===== config.mk =====
export PLATFORM = sky130hd
export DESIGN_NAME = ysyx_22051145_ifstage
export DESIGN_NICKNAME = d
export VERILOG_FILES = /design/src/rtl/ysyx_22051145_ifstage.sv
export SDC_FILE = /design/constraint.sdc
export NUM_CORES = 1
export LEC_CHECK = 0
export CAP_MARGIN = 20
export CORE_MARGIN = 3
export CORE_UTILIZATION = 45
export CTS_CLUSTER_DIAMETER = 150
export DETAILED_ROUTE_END_ITERATION = 10
export GPL_ROUTABILITY_DRIVEN = 0
export PLACE_DENSITY = 0.89
export SETUP_SLACK_MARGIN = 0.5
export SKIP_LAST_GASP = 1
export SLEW_MARGIN = 20
export SYNTH_ARGS = -nofsm -noshare
export SYNTH_HDL_FRONTEND = slang
export SYNTH_SLANG_ARGS = --single-unit

===== constraint.sdc =====
create_clock -name clk -period 2.4 [get_ports clk]
set_input_delay 0.48 -clock clk [delete_from_list [all_inputs] [get_ports clk]]
set_output_delay 0.48 -clock clk [all_outputs]
set_load 0.05 [all_outputs]

===== src/rtl/ysyx_22051145_ifstage.sv =====
`default_nettype none
// ============================================================================
// Module      : ysyx_22051145_ifstage
// Description : Instruction fetch stage. It keeps the program counter and
//               issues at most one instruction-memory request at a time. It
//               holds the fetched word for decode until decode consumes it,
//               and it drops any in-flight response made stale by a redirect.
// Ports       : clk, rst_n                  - clock, synchronous active-low reset
//               req_valid/req_ready/req_addr - instruction memory request
//               resp_valid/resp_data         - instruction memory response
//               inst_valid/inst_ready/inst_o/pc_o - handshake to decode
//               redirect_valid/redirect_pc   - redirect from a later stage
// Revision    : 1.0 - initial release
// ============================================================================
module ysyx_22051145_ifstage #(
   parameter logic [63:0] RESET_PC = 64'h0000_0000_8000_0000
) (
   input  logic        clk,
   input  logic        rst_n,
   output logic        req_valid,
   input  logic        req_ready,
   output logic [63:0] req_addr,
   input  logic        resp_valid,
   input  logic [31:0] resp_data,
   output logic        inst_valid,
   input  logic        inst_ready,
   output logic [31:0] inst_o,
   output logic [63:0] pc_o,
   input  logic        redirect_valid,
   input  logic [63:0] redirect_pc
);

   // S_REQ : request for pc is being presented
   // S_WAIT: request accepted, waiting for a response that will be kept
   // S_DROP: request accepted, but its response is stale and will be dropped
   // S_HOLD: instruction is presented to decode
   typedef enum logic [1:0] {
      S_REQ  = 2'd0,
      S_WAIT = 2'd1,
      S_DROP = 2'd2,
      S_HOLD = 2'd3
   } state_t;

   localparam logic [31:0] NOP_INST = 32'h0000_0013;

   state_t      state_q, state_d;
   logic [63:0] pc_q, pc_d;
   logic [63:0] pc_o_q, pc_o_d;
   logic [31:0] inst_q, inst_d;
   logic [63:0] redirect_target;

   // Redirect targets are forced to word alignment.
   assign redirect_target = {redirect_pc[63:2], 2'b00};

   always_ff @(posedge clk) begin
      if (!rst_n) begin
         state_q <= S_REQ;
         pc_q    <= RESET_PC;
         inst_q  <= NOP_INST;
         pc_o_q  <= 64'd0;
      end else begin
         state_q <= state_d;
         pc_q    <= pc_d;
         inst_q  <= inst_d;
         pc_o_q  <= pc_o_d;
      end
   end

   always_comb begin
      state_d = state_q;
      pc_d    = pc_q;
      inst_d  = inst_q;
      pc_o_d  = pc_o_q;

      // A redirect always retargets pc; the state-specific code below only
      // decides what happens to the current transaction.
      if (redirect_valid) begin
         pc_d = redirect_target;
      end

      case (state_q)
         S_REQ: begin
            if (redirect_valid) begin
               // An accepted old-pc request still owes us a response.
               if (req_ready) state_d = S_DROP;
            end else if (req_ready) begin
               state_d = S_WAIT;
            end
         end
         S_WAIT: begin
            if (redirect_valid) begin
               // A response arriving with the redirect is simply discarded.
               state_d = resp_valid ? S_REQ : S_DROP;
            end else if (resp_valid) begin
               inst_d  = resp_data;
               pc_o_d  = pc_q;
               state_d = S_HOLD;
            end
         end
         S_DROP: begin
            // A redirect here only moves pc; the stale response is still awaited.
            if (resp_valid) state_d = S_REQ;
         end
         S_HOLD: begin
            if (redirect_valid) begin
               state_d = S_REQ;
            end else if (inst_ready) begin
               pc_d    = pc_q + 64'd4;
               state_d = S_REQ;
            end
         end
         default: state_d = S_REQ;
      endcase
   end

   // Handshake valids are masked during reset so they read 0 immediately.
   assign req_valid  = rst_n && (state_q == S_REQ);
   assign req_addr   = pc_q;
   assign inst_valid = rst_n && (state_q == S_HOLD);
   assign inst_o     = inst_q;
   assign pc_o       = pc_o_q;

endmodule
`default_nettype wire

==> impl_metrics.yaml <==
critical_path:
  worstSetupEndpointType: "flop"
  crit_path_cell_chain: "nand4_4 -> buf_6 -> nor4_4 -> nand4_1 -> buf_6 -> or4_1 -> a31oi_1"
  critical_path.n_buffers_inverters: 2
  critical_path.max_stage_delay_ns: 0.39
  crit_fanout: 7
  crit_required_ns: 2.74
  critical_path.startpoint_type: "flop"
  critPathSlowestCell: "sky130_fd_sc_hd__dfxtp_4"
  path_common_cell: "sky130_fd_sc_hd__buf_6"
  setup.worst_path.class: "flop to flop"
  worst_path_dominant_cell_family: "simple AND/OR/NAND/NOR gates"
  cp_data_arrival_time_ns: 2.31
cells_and_area:
  drive_gt1_share_pct: 19.3
  postLayoutCoreUtil_pct: 74.0
  flow.area_growth_from_synthesis_pct: 58.9
  num-nets-final: 1314
  layout.cell_area.non_filler_mm2: 0.0114
  count_of_fill_cells_added_during_filler_insertion: 1200
synth:
  ys.flop_type: "sky130_fd_sc_hd__dfxtp_1"
  sequential_share_of_the_synthesized_area_pct: 45.2
  synth_largest_type_area_fraction_pct: 45.2
  post_synth_num_cell_types: 51
  synthesized_nets: 1004
  synthesized_area_divided_by_synthesized_cell_count_um2: 7.97
  synthDominantAreaCellType: "sky130_fd_sc_hd__dfxtp_1"
  yosys-top-cells-area: "sky130_fd_sc_hd__dfxtp_1 45%, sky130_fd_sc_hd__nand2_1 12%, sky130_fd_sc_hd__a21oi_1 5.9%"
  asyncSetResetFlopFracSynth_pct: 0
  synth_enable_flop_cells: 0
  yosys_reg_bits: 162
  mappedNetlistArea_mm2: 0.00718
  yosysWarnings: 0
  syn-instance-count: 901
clock_network:
  cts-htree-levels: 4
  max-clock-path-buffers: 2
  clock_sinks: 162
  tritoncts_clock_tree: "done"
  worst_skew_pair.late_latency_ns: 0.42
  clock_transition_at_the_registers_of_the_reported_paths_ns: 0.06
  postCtsHoldBufs: 0
  root_buffer: "sky130_fd_sc_hd__clkbuf_16"
  cts_bufs_inserted: 17
timing:
  finalSetupViolations: 0
  clock_skew_ns: 0.0101
  fin_setup_tns_ns: 0
  timing_worst_slew_pin_value_ns: 0.615
  part_of_the_cycle_the_worst_path_needs_pct: 82.0
  finalWorstPathRequiredPeriod_ns: 1.97
  report.final.slew_viol_count: 0
  hold_viol: 0
  slew_headroom_pct: 59.0
  grt_setup_unrepaired: "yes"
  max_freq_mhz: 508
grt:
  grt_overflow: 0
  grt_pass1_wl_um: 38000
  grt_start_max_net_pins: 72
  global_routing_usage_summed_across_all_routing_layers_pct: 26.4
  first_global_vias: 7580
  antenna_found_initial: 1
floorplan:
  die_area_mm2: 0.0175
  die-height_um: 132
  die_x_um: 132
  design.core.area_mm2: 0.0154
  number_of_rows_in_the_core_area: 45
  io-pin-count: 264
  start_util_pct: 46.6
detailed_routing:
  drt-pass1-iter-count: 5
  vias: 7958
  detail-route-antenna-nets: 0
  drt_iter0_markers: 580
  finalWirelength_um: 25000
  route.detailed.vias_per_inst: 5.54
  wire_per_inst_um: 17.4
  post-route-drc-count: 0
min_path:
  worst_hold_path_type: "flop to flop"
outcome:
  run_status: "finished clean"
placement:
  placed_cell_area_mm2: 0.0104
  post-dp-hpwl_um: 16800
  io_buffers: 261
run:
  cap_violations: 0
power:
  power.static_leakage_nw: 4.85
  powerDensity_mw_per_mm2: 584
  power_w: 0.00666
  worst_ir_drop_vdd_mv: 0.599
==> registers in the layout (all words and copies together) (netlist names) <==
| signal | count |
|---|---|
| inst_o | 32 |
| req_addr | 64 |
| pc_o | 64 |
| state_q | 2 |
==> cell families after synthesis <==
family          after synthesis  share of synthesized area (%)
simple gates                421                           28.9
compound gates              212                           17.8
flops                       162                           45.2
buf+inv                      71                           3.80
xor+xnor                     34                           4.15
fa+ha+maj                     1                          0.174
==> what timing repair did <==
action | in CTS | in global routing
gates resized for setup | 175 | 36
gates cloned | 0 | 1
pin swaps | 12 | 22
setup endpoints to repair | 196 | 36
setup buffers | 15 | 40
==> where the power goes <==
group | internal, W | switching, W | leakage, nW
Clock | 0.00160 | 0.00117 | 0.298
Combinational | 0.000394 | 0.000597 | 3.20
Sequential | 0.00277 | 0.000139 | 1.35
==> cell usage after synthesis, drive strengths merged, types with 2 or more instances <==
cell type and number:
and3 14, o211a 14, and2 10, a32oi 3, nor4 15, a31oi 14
dfxtp 162, o31ai 4, nand2 234, clkbuf 55, o21ai 53, nor3b 3
a211oi 2, nand3 36, or4 6, inv 9, xor2 16, o31a 2
a21oi 85, nor3 13, nand2b 9, a21boi 26, nor2 20, nand4 32
xnor2 18, and4 2, or3 20, o211ai 3, nor4b 4, buf 7
==> metal layers <==
metal | share of wire [%] | vias up | routed length, um | GRT usage (%)
li1 | - | 3780 | - | -
met1 | 40 | 3797 | 10100 | 31.2
met2 | 50 | 331 | 12500 | 45.8
met3 | 7.1 | 50 | 1780 | 7.33
met4 | 2.5 | 0 | 625 | 9.53
met5 | 0 | - | 0 | 0
==> placed cells by master (no fill, tap or decap), types with 6 or more instances in the layout <==
master                              n
sky130_fd_sc_hd__and2_1            10
sky130_fd_sc_hd__xnor2_1           18
sky130_fd_sc_hd__a21boi_0          26
sky130_fd_sc_hd__clkdlybuf4s50_1   96
sky130_fd_sc_hd__o211a_1           14
sky130_fd_sc_hd__nor4_4             6
sky130_fd_sc_hd__dfxtp_1          101
sky130_fd_sc_hd__dfxtp_4           47
sky130_fd_sc_hd__and3_1            14
sky130_fd_sc_hd__buf_6              8
sky130_fd_sc_hd__buf_4             81
sky130_fd_sc_hd__clkbuf_16         19
sky130_fd_sc_hd__dfxtp_2           14
sky130_fd_sc_hd__nor4_1             6
sky130_fd_sc_hd__or3_1             16
sky130_fd_sc_hd__inv_1              7
sky130_fd_sc_hd__nand2b_1           9
sky130_fd_sc_hd__nor3_1             7
sky130_fd_sc_hd__nand2_1          232
sky130_fd_sc_hd__nand4_1           27
sky130_fd_sc_hd__xor2_1            16
sky130_fd_sc_hd__a21oi_1           85
sky130_fd_sc_hd__nor2_1            18
sky130_fd_sc_hd__dlygate4sd2_1    155
sky130_fd_sc_hd__o21ai_0           51
sky130_fd_sc_hd__a31oi_1           14
sky130_fd_sc_hd__nand3_1           32
==> final timing paths <==
path             endpoint         start  cells after the start  slack, ns
max          req_addr[51]  req_addr[31]                      7       0.43
min            inst_o[25]    inst_o[25]                      2       0.45
max reg2reg  req_addr[51]  req_addr[31]                      7       0.43
min reg2reg    inst_o[25]    inst_o[25]                      2       0.45
==> worst min-delay path: cells and delay by family (launching register included) <==
| family | cells | cell delay [ns] |
|---|---|---|
| compound gates | 1 | 0.05 |
| simple gates | 1 | 0.05 |
| flops | 1 | 0.31 |
==> area by class of cell <==
type	instances	area (um^2)	share of cell area [%]
clock buffers	20	489	4.29
diodes	1	2.50	0.0219
multi-input cells	668	3910	34.2
well taps	211	264	2.31
flip-flops and latches	162	3440	30.1
inverters	9	33.8	0.296
repair buffers	353	3170	27.7
clock inverters	12	115	1.01
==> through the flow <==
step / worst slack [ns] / instances / hold WS, ns
2_1_floorplan: 0.296 / 901 / 0.561
3_3_place_gp: -0.184 / 1347 / 0.441
3_5_place_dp: -0.218 / 1347 / 0.446
4_1_cts: 0.458 / 1394 / 0.443
5_1_grt: 0.327 / 1436 / 0.466
6_report: 0.432 / 1436 / 0.451
(Power assumes the default switching activity.)
